### src/rtl/mem_port_arbiter.sv
// Two-port memory arbiter: an instruction-fetch port and a data-stage port share
// one single-outstanding memory port. The data stage normally wins a
// simultaneous request, but after STARVE_LIM back-to-back data-stage wins with
// fetch waiting, the next tie goes to fetch.
//
// state   | meaning
// --------+------------------------------------------------------------
// IDLE    | no transaction in flight; grants are issued combinationally
// BUSY_IF | fetch read issued on m_*, waiting for m_ack
// BUSY_ME | data-stage read/write issued on m_*, waiting for m_ack
`timescale 1ns/1ps

module mem_port_arbiter #(
  parameter int AW         = 32,
  parameter int STARVE_LIM = 4
) (
  input  logic          clk,
  input  logic          rst_n,
  // fetch port
  input  logic          if_req,
  input  logic [AW-1:0] if_addr,
  output logic          if_gnt,
  output logic          if_rvalid,
  output logic [31:0]   if_rdata,
  // data-stage port
  input  logic          me_req,
  input  logic          me_we,
  input  logic [AW-1:0] me_addr,
  input  logic [31:0]   me_wdata,
  input  logic [3:0]    me_be,
  output logic          me_gnt,
  output logic          me_rvalid,
  output logic [31:0]   me_rdata,
  // memory port
  output logic          m_req,
  output logic          m_we,
  output logic [AW-1:0] m_addr,
  output logic [31:0]   m_wdata,
  output logic [3:0]    m_be,
  input  logic          m_ack,
  input  logic [31:0]   m_rdata
);

  typedef enum logic [1:0] {
    IDLE    = 2'd0,
    BUSY_IF = 2'd1,
    BUSY_ME = 2'd2
  } state_t;

  localparam logic [3:0] LIM = 4'(STARVE_LIM);

  state_t     state_q, state_d;
  logic [3:0] streak_q;
  logic       fetch_turn;

  // Fetch takes a tie only once the data stage has used up its streak.
  assign fetch_turn = (streak_q == LIM);

  // State register.
  always_ff @(posedge clk or negedge rst_n) begin
    if (!rst_n) state_q <= IDLE;
    else        state_q <= state_d;
  end

  // Next state and combinational grants; grants exist only in IDLE.
  always_comb begin
    state_d = state_q;
    if_gnt  = 1'b0;
    me_gnt  = 1'b0;
    case (state_q)
      IDLE: begin
        if (if_req && (!me_req || fetch_turn)) begin
          if_gnt  = 1'b1;
          state_d = BUSY_IF;
        end else if (me_req) begin
          me_gnt  = 1'b1;
          state_d = BUSY_ME;
        end
      end
      BUSY_IF, BUSY_ME: begin
        if (m_ack) state_d = IDLE;
      end
      default: state_d = IDLE;
    endcase
  end

  // Count data-stage wins that left fetch waiting; saturate at the limit.
  always_ff @(posedge clk or negedge rst_n) begin
    if (!rst_n) begin
      streak_q <= '0;
    end else if (if_gnt) begin
      streak_q <= '0;
    end else if (me_gnt) begin
      if (!if_req)              streak_q <= '0;
      else if (streak_q != LIM) streak_q <= streak_q + 4'd1;
    end
  end

  // Memory command register and read-return path. An ack outside a busy
  // state is ignored; the command fields hold their last value when idle.
  always_ff @(posedge clk or negedge rst_n) begin
    if (!rst_n) begin
      m_req     <= 1'b0;
      m_we      <= 1'b0;
      m_addr    <= '0;
      m_wdata   <= '0;
      m_be      <= '0;
      if_rvalid <= 1'b0;
      if_rdata  <= '0;
      me_rvalid <= 1'b0;
      me_rdata  <= '0;
    end else begin
      if_rvalid <= 1'b0;
      me_rvalid <= 1'b0;
      if (if_gnt) begin
        m_req   <= 1'b1;
        m_we    <= 1'b0;
        m_addr  <= if_addr;
        m_wdata <= '0;
        m_be    <= 4'hF;
      end else if (me_gnt) begin
        m_req   <= 1'b1;
        m_we    <= me_we;
        m_addr  <= me_addr;
        m_wdata <= me_wdata;
        m_be    <= me_be;
      end else if (m_ack && (state_q != IDLE)) begin
        m_req <= 1'b0;
        if (state_q == BUSY_IF) begin
          if_rvalid <= 1'b1;
          if_rdata  <= m_rdata;
        end else begin
          me_rvalid <= 1'b1;
          me_rdata  <= m_we ? 32'h0 : m_rdata;
        end
      end
    end
  end

endmodule

### config.mk
export PLATFORM = sky130hd
export DESIGN_NAME = mem_port_arbiter
export DESIGN_NICKNAME = d
export VERILOG_FILES = /design/src/rtl/mem_port_arbiter.sv
export SDC_FILE = /design/constraint.sdc
export NUM_CORES = 1
export LEC_CHECK = 0
export BUFFER_PORTS_ARGS = -buffer_cell sky130_fd_sc_hd__buf_4
export CAP_MARGIN = 20
export CORE_ASPECT_RATIO = 1.5
export CORE_MARGIN = 1.5
export CORE_UTILIZATION = 47
export CTS_CLUSTER_DIAMETER = 120
export DETAILED_ROUTE_END_ITERATION = 16
export PLACE_DENSITY_LB_ADDON = 0.2
export SYNTH_ARGS = -nofsm -noshare
export SYNTH_HDL_FRONTEND = slang
export SYNTH_SLANG_ARGS = --single-unit
### constraint.sdc
create_clock -name clk -period 1.9 [get_ports clk]
set_input_delay 0.38 -clock clk [delete_from_list [all_inputs] [get_ports clk]]
set_output_delay 0.38 -clock clk [all_outputs]
set_load 0.02 [all_outputs]
# [Word level (Yosys, flattened, before mapping)]
# Cells that the tools add are included.
[op_classes] n_addsub=1 n_eq_ne=7 n_mux=33 bitwise=3 n_reduce_logical=13
[op_table] op="32-bit two-way mux" n=5
[op_table] op="4-bit two-way mux" n=6
[op_table] op="1-bit two-way mux" n=18
[op_table] op="4-bit AND reduction" n=2
[op_table] op="2-bit two-way mux" n=3
[op_table] op="4-bit by 1-bit adder with 4-bit output, second input constant" n=1
[op_table] op="4-bit by 3-bit == test with 1-bit output, second input constant" n=1
[op_table] op="4-bit by 3-bit inequality test with 1-bit output, second input constant" n=1
[op_table] op="2-bit one-hot mux with 2 select lines" n=1
[op_table] op="2-bit AND reduction" n=2
[op_table] op="2-bit nonzero test" n=2
[op_table] op="3-bit by 1-bit inequality test with 1-bit output, second input constant" n=1
[op_table] op="3-bit inequality test, second input constant" n=1
[op_table] op="1-bit inverter" n=3
[op_table] op="3-bit nonzero test" n=1
[op_table] op="2-bit by 1-bit == test with 1-bit output, second input constant" n=1
[op_table] op="2-bit == test, second input constant" n=1
[op_table] op="1-bit logical AND" n=2
[op_table] op="2-bit zero test" n=1
[op_table] op="2-bit inequality test, second input constant" n=1
[op_table] op="2-bit OR reduction" n=1
[op_table] op="1-bit zero test" n=1
[op_table] op="1-bit logical OR" n=1
[word_totals] regBits=142 inputBits=138 output_inout_bits=138 wordCells=68

# [Logic depth before layout (Yosys ltp)]
# Gate-level depths: netlist of the first run.
[logic_depth] word_depth=7 ltp_mapped=8 depth_no_buf=6

# [Worst setup path after synthesis of the first run]
# No wires, ideal clock.
[synth_timing] kind="register to output" from="register streak_q[0]" to="output if_gnt" arrival_ns=1.313 required_ns=1.520 path_slack_ns=0.207 path_stages_with_launch=7 n_path_buf=1 cell_sequence="dfrtp_1 inv_1 ha_1 nand3b_1 a21o_1 buf_2 inv_1"
[synth_between] elab_chain_cells=5
[synth_lines] item="start, declared" line="53" source="logic [3:0] streak_q;"
[synth_lines] item="start signal, assigned" line="95" source="else if (streak_q != LIM) streak_q <= streak_q + 4'd1;"
[synth_lines] item="4-bit by 3-bit == test with 1-bit output" line="57" source="assign fetch_turn = (streak_q == LIM);"
[synth_lines] item="1-bit logical OR" line="72" source="if (if_req && (!me_req || fetch_turn)) begin"
[synth_lines] item="1-bit logical AND" line="72"
[synth_lines] item="1-bit two-way mux" line="72"
[synth_lines] item="1-bit two-way mux" line="70" source="case (state_q)"
[synth_lines] item="end, declared" line="22" source="output logic if_gnt,"
# No other way between the ends.

# [Worst setup path after layout of the first run]
[layout_timing] from="register streak_q[1]" to="output if_gnt"
# The elaborated chain is that of the path after synthesis.

==> flow_summary_export.csv, run 1 <==
group,metric,value,unit
run_status,run_status,"finished, violations left",
run_status,violations,"negative setup slack",
logic_synthesis,yosysWarnings,0,
logic_synthesis,syn-instance-count,522,
logic_synthesis,synth_nets,664,
placement,gp_congestion,0.795,
placement,dpl.hpwl,12200,um
route,via_count,5299,
layout,layout-drive-gt1-share,48.7,%
logic_synthesis,synth_area_per_cell,11.5,um^2
worst_setup_path,crit_arrival,1.55,ns
grt,grt-ovfl-total,0,
logic_synthesis,ys_ff_latch,142,
floorplanning,fp.dieW,95.4,um
timing,hold_slack,0.192,ns
grt,antenna_found_initial,0,
logic_synthesis,syn_area,6020,um^2
placement,dp.cells,930,
layout,final_common_cell,"buf_4",
clocking,clkTransAtPathRegs,0.06,ns
clocking,cts_tree,"built",
logic_synthesis,ys.flop_type,"dfrtp_1",
floorplanning,io-pin-count,276,
route,drc,0,
min_path,hold_path_class,"in2reg",
placement,pre_cts_ws,0.172,ns
timing,setup_violations,1,
logic_synthesis,yosysTopAreaCell,"dfrtp_1",
floorplanning,start_util,48.1,%
floorplanning,die_h,142,um
pwr,total_power,17000,uW
worst_setup_path,start_kind,"register",
job,cap_violations,0,
logic_synthesis,yosys-top-cells-area,"dfrtp_1, nand2_1, mux2_2",
timing,fin_crit_sh,102,%
grt,grt_usage,25.9,%
clocking,htree_levels,4,
layout,fillCellCount,909,
logic_synthesis,postSynth.asyncResetShare,100,%
min_path,hold_start,"me_wdata[23]",
clocking,cts_inserted_buffers,17,
layout,final_util,72.4,%
pwr,leakagePower,0.00452,uW
clocking,cts.sinks,142,
timing,drv_slew,0,
layout,final_cell_mix,"buf_4, dfrtp_1, nand2_1, nand2b_1, a22o_1",
timing,hold_viol,0,
worst_setup_path,worst-path-max-fanout,3,
pwr,vdd_drop_max,0.932,mV
worst_setup_path,worstSetupPathType,"reg2out",
layout,fin_cells,975,
timing,fmax,518,MHz
clocking,clockBufferDepth,2,
worst_setup_path,reg2reg_from,"state_q[0]",
logic_synthesis,synth_top_area_share,59.0,%
route,wl,17200,um
clocking,clkLatencyLatePin,0.41,ns
route,wl_per_cell,17.7,um
route,drt_iter0_drc,168,
floorplanning,rows,50,
floorplanning,core,12500,um^2
layout,fin_nets,948,
worst_setup_path,worstPathRequired,1.52,ns
layout,diodes,0,
clocking,cts-root-buf,"clkbuf_16",
route,drt_pass1_iterations,4,
floorplanning,design.die.area,13500,um^2
route,antenna_left,0,
grt,grt_pass1_wl,26900,um
worst_setup_path,startpoint,"streak_q[1]",
grt,grt_max_degree,66,
placement,io_buffers,275,
timing,slew_headroom,61.9,%
timing,worst_pin_slew,0.569,ns
grt,first_global_vias,5462,
logic_synthesis,synth_cell_type_count,38,
layout,syn_to_final_growth,50.5,%
timing,fin_worst_skew,0.0108,ns
route,vias_per_cell,5.43,
timing,fin_ws,-0.0307,ns
pwr,power_density,1870,nW/um^2
logic_synthesis,ys_seq_area_share,59.0,%
worst_setup_path,end_kind,"output pin",
logic_synthesis,synth_edf_count,0,
timing,rsz0062_at_grt,"true",
timing,min_period,1.93,ns
==> power breakdown <==
part	internal (uW)	switching [uW]	leakage [uW]	total, uW
combinational	3620	4380	0.00244	8000
clock	2260	1350	0.000298	3610
sequential	4420	947	0.00178	5370
total	10300	6670	0.00452	17000
==> flip-flops by register name (all words and copies together), names as in the netlist, 2 cells and up <==
signal and count:
streak_q 4, m_wdata 32, state_q 2, m_addr 32, me_rdata 32, m_be 4, if_rdata 32
==> metrics by stage <==
stage	setup TNS (ns)	area [um^2]
floorplan	0	6020
global placement	0	8270
detailed placement	0	8270
CTS	-0.0194	9030
global route	-0.111	9060
finish	-0.0307	9060
==> cells by family after synthesis <==
| group | Yosys count | synth area share [%] |
|---|---|---|
| AO/OA/AOI/OAI | 142 | 17.6 |
| flip-flops | 142 | 59.0 |
| adder cells (fa/ha/maj) | 4 | 0.831 |
| multiplexers | 33 | 6.15 |
| buffers and inverters | 49 | 4.61 |
| AND/OR/NAND/NOR | 152 | 11.8 |
==> layer usage <==
layer  vias up  GRT usage, %  share of wire, %
li1       2424             -                 -
met1      2599          28.9                36
met2       242          45.1                54
met3        34          8.79               7.2
met4         0          9.44               2.7
met5         -             0                 0
==> critical path, cell delays in order, from the launching register on <==
cell and delay, ns:
dfrtp_1 0.39, inv_2 0.09, ha_4 0.16, nand3b_1 0.11, a21o_1 0.23, inv_2 0.06, buf_6 0.11
==> Yosys cell counts (2+ instances only) <==
| library cell | instances |
|---|---|
| a32oi_1 | 31 |
| o21ai_2 | 17 |
| buf_2 | 21 |
| nand3_1 | 4 |
| nand2_1 | 101 |
| nand2b_1 | 33 |
| o22ai_1 | 2 |
| mux2_2 | 32 |
| o21ai_1 | 13 |
| a21oi_1 | 32 |
| buf_6 | 7 |
| buf_4 | 4 |
| inv_1 | 9 |
| dfrtp_1 | 142 |
| o22a_1 | 4 |
| nor2b_1 | 2 |
| a22o_1 | 33 |
| ha_1 | 4 |
| nor2_1 | 3 |
| o21ai_0 | 4 |
| clkbuf_1 | 7 |
==> path summary, 6_finish.rpt <==
path                           endpoint  slack (ns)  depth (start not counted)
setup / recovery                 if_gnt       -0.03                          6
hold / removal              m_wdata[23]        0.19                          2
setup reg to reg             m_addr[17]        0.17                          8
hold reg to reg             me_rdata[3]        0.48                          2
max in group asynchronous   streak_q[3]        0.80                          3
min in group asynchronous  if_rdata[23]        0.48                          2
==> area by class of cell <==
class / instances / area, um^2 / share of cell area, %
inverter: 10 / 45.0 / 0.497
clock inverter: 14 / 204 / 2.25
clock buffer: 18 / 439 / 4.85
timing repair buffer: 304 / 2400 / 26.5
tap: 156 / 195 / 2.15
multi-input combinational: 331 / 2230 / 24.6
sequential: 142 / 3550 / 39.2
==> repair_timing <==
item	4_1_cts	5_1_grt
resized for setup	13	4
buffers inserted	8	4
hold buffers	1	0
setup endpoints to repair	2	2
pin swaps	2	3
endpoints found under the hold margin	48	0
Power figures use the tool's default switching activity.
==> run 2: changes to the inputs <==
--- a/config.mk
+++ b/config.mk
@@ -5,7 +5,7 @@
 export SDC_FILE = /design/constraint.sdc
 export NUM_CORES = 1
 export LEC_CHECK = 0
-export BUFFER_PORTS_ARGS = -buffer_cell sky130_fd_sc_hd__buf_4
+export BUFFER_PORTS_ARGS = -buffer_cell sky130_fd_sc_hd__buf_2
 export CAP_MARGIN = 20
 export CORE_ASPECT_RATIO = 1.5
 export CORE_MARGIN = 1.5
==> flow_summary_export.csv, run 2 (synthesis results as in run 1) <==
group,metric,value,unit
floorplanning,io-pin-count,276,
timing,hold_viol,0,
pwr,power_density,1890,nW/um^2
timing,drv_slew,0,
worst_setup_path,worst-path-max-fanout,3,
min_path,hold_depth,2,
floorplanning,core,12500,um^2
layout,final-seq-area,3550,um^2
worst_setup_path,rrSetupSlack,0.16,ns
timing,rsz0062_at_grt,"true",
floorplanning,design.die.area,13500,um^2
layout,final_cell_mix,"buf_2, dfrtp_1, nand2_1, nand2b_1, a22o_1",
clocking,clkLatencyLatePin,0.41,ns
route,drt_iter0_drc,119,
layout,syn_to_final_growth,37.6,%
grt,first_global_vias,5239,
placement,dpl.hpwl,11500,um
placement,placed_area,7560,um^2
min_path,hold_path_class,"in2reg",
clocking,clockBufferDepth,2,
layout,diodes,0,
placement,io_buffers,275,
layout,layout-drive-gt1-share,48.6,%
run_status,run_status,"finished, violations left",
timing,fin_ws,-0.0388,ns
worst_setup_path,start_kind,"register",
route,drc,0,
timing,fin_worst_skew,0.00758,ns
timing,setup_violations,1,
timing,min_period,1.94,ns
clocking,clkTransAtPathRegs,0.06,ns
worst_setup_path,crit_end,"if_gnt",
layout,final_common_cell,"buf_2",
grt,antenna_found_initial,0,
worst_setup_path,reg2reg_depth,8,
grt,grt_max_degree,66,
timing,worst_pin_slew,0.416,ns
clocking,cts_inserted_buffers,17,
timing,finalSetupTns,-0.0388,ns
pwr,leakagePower,0.00430,uW
pwr,vdd_drop_max,1.06,mV
route,via_count,5163,
worst_setup_path,reg2reg_from,"state_q[0]",
grt,grt-ovfl-total,0,
clocking,cts.sinks,142,
worst_setup_path,worstSetupPathType,"reg2out",
placement,gp_congestion,0.824,
timing,slew_headroom,72.3,%
run_status,violations,"negative setup slack",
clocking,cts-root-buf,"clkbuf_16",
route,wl,16400,um
route,wl_per_cell,16.9,um
worst_setup_path,worstPathRequired,1.52,ns
job,cap_violations,0,
layout,fin_area,8290,um^2
worst_setup_path,startpoint,"streak_q[0]",
floorplanning,start_util,48.1,%
layout,fin_cells,973,
worst_setup_path,end_kind,"output pin",
clocking,cts_tree,"built",
route,antenna_left,0,
floorplanning,fp.dieW,95.4,um
grt,grt_pass1_wl,25700,um
layout,fin_nets,946,
floorplanning,rows,50,
route,vias_per_cell,5.31,
timing,fin_crit_sh,102,%
grt,grt_usage,24.5,%
layout,multiInputGateArea,2230,um^2
placement,dp.cells,929,
worst_setup_path,crit_arrival,1.56,ns
clocking,htree_levels,4,
worst_setup_path,r2r_end,"if_rdata[31]",
layout,fillCellCount,1031,
route,drt_pass1_iterations,4,
floorplanning,die_h,142,um
timing,fmax,516,MHz
[run 2: worst min path at each step]
| stage | end | start |
|---|---|---|
| global route | m_wdata[28] | me_wdata[28] |
| CTS | m_wdata[13] | me_wdata[13] |
| detailed placement | me_rdata[25] | rst_n |
| global placement | if_rvalid | rst_n |
| finish | m_wdata[13] | me_wdata[13] |
| floorplan | if_rdata[0] | rst_n |
[run 2: power breakdown]
part,switching [uW],internal [uW]
logic,4320,2780
registers,862,4420
clock network,1390,1850
[run 2: layout make-up]
class                   instances  area share, %
flip-flops and latches        142           42.9
multi-input cells             331           26.9
clock inverters                15           1.81
inverters                      10          0.513
well taps                     156           2.36
repair buffers                302           20.4
clock buffers                  17           5.13
[run 2: timing repair]
action | 4_1_cts | 5_1_grt
buffers inserted | 9 | 2
hold endpoints to repair | 35 | 0
pin swaps | 2 | 1
setup endpoints to repair | 2 | 2
hold buffers | 1 | 0
resized for setup | 16 | 2
[run 2: stage by stage]
step | worst slack [ns] | util [%] | power [uW] | hold WS, ns
CTS | 0.00598 | 66.1 | 15700 | 0.175
floorplan | 0.207 | - | 9790 | 0.0844
global route | -0.119 | 66.2 | 16600 | 0.176
finish | -0.0388 | 66.2 | 15600 | 0.193
detailed placement | 0.196 | 60.4 | 12200 | 0.307
global placement | 0.268 | 60.4 | 11900 | 0.312
[run 2: metal layers]
| metal | part of all wire (%) | vias up | GRT usage (%) |
|---|---|---|---|
| li1 | - | 2416 | - |
| met1 | 37 | 2538 | 27.7 |
| met2 | 54 | 190 | 43.5 |
| met3 | 7.0 | 19 | 7.56 |
| met4 | 1.6 | 0 | 7.66 |
| met5 | 0 | - | 0 |
[run 2: critical path, stage by stage, from the launching register on]
cell,delay (ns)
dfrtp_1,0.39
inv_2,0.07
ha_4,0.16
nand3b_1,0.13
a21o_1,0.23
inv_2,0.06
buf_6,0.11
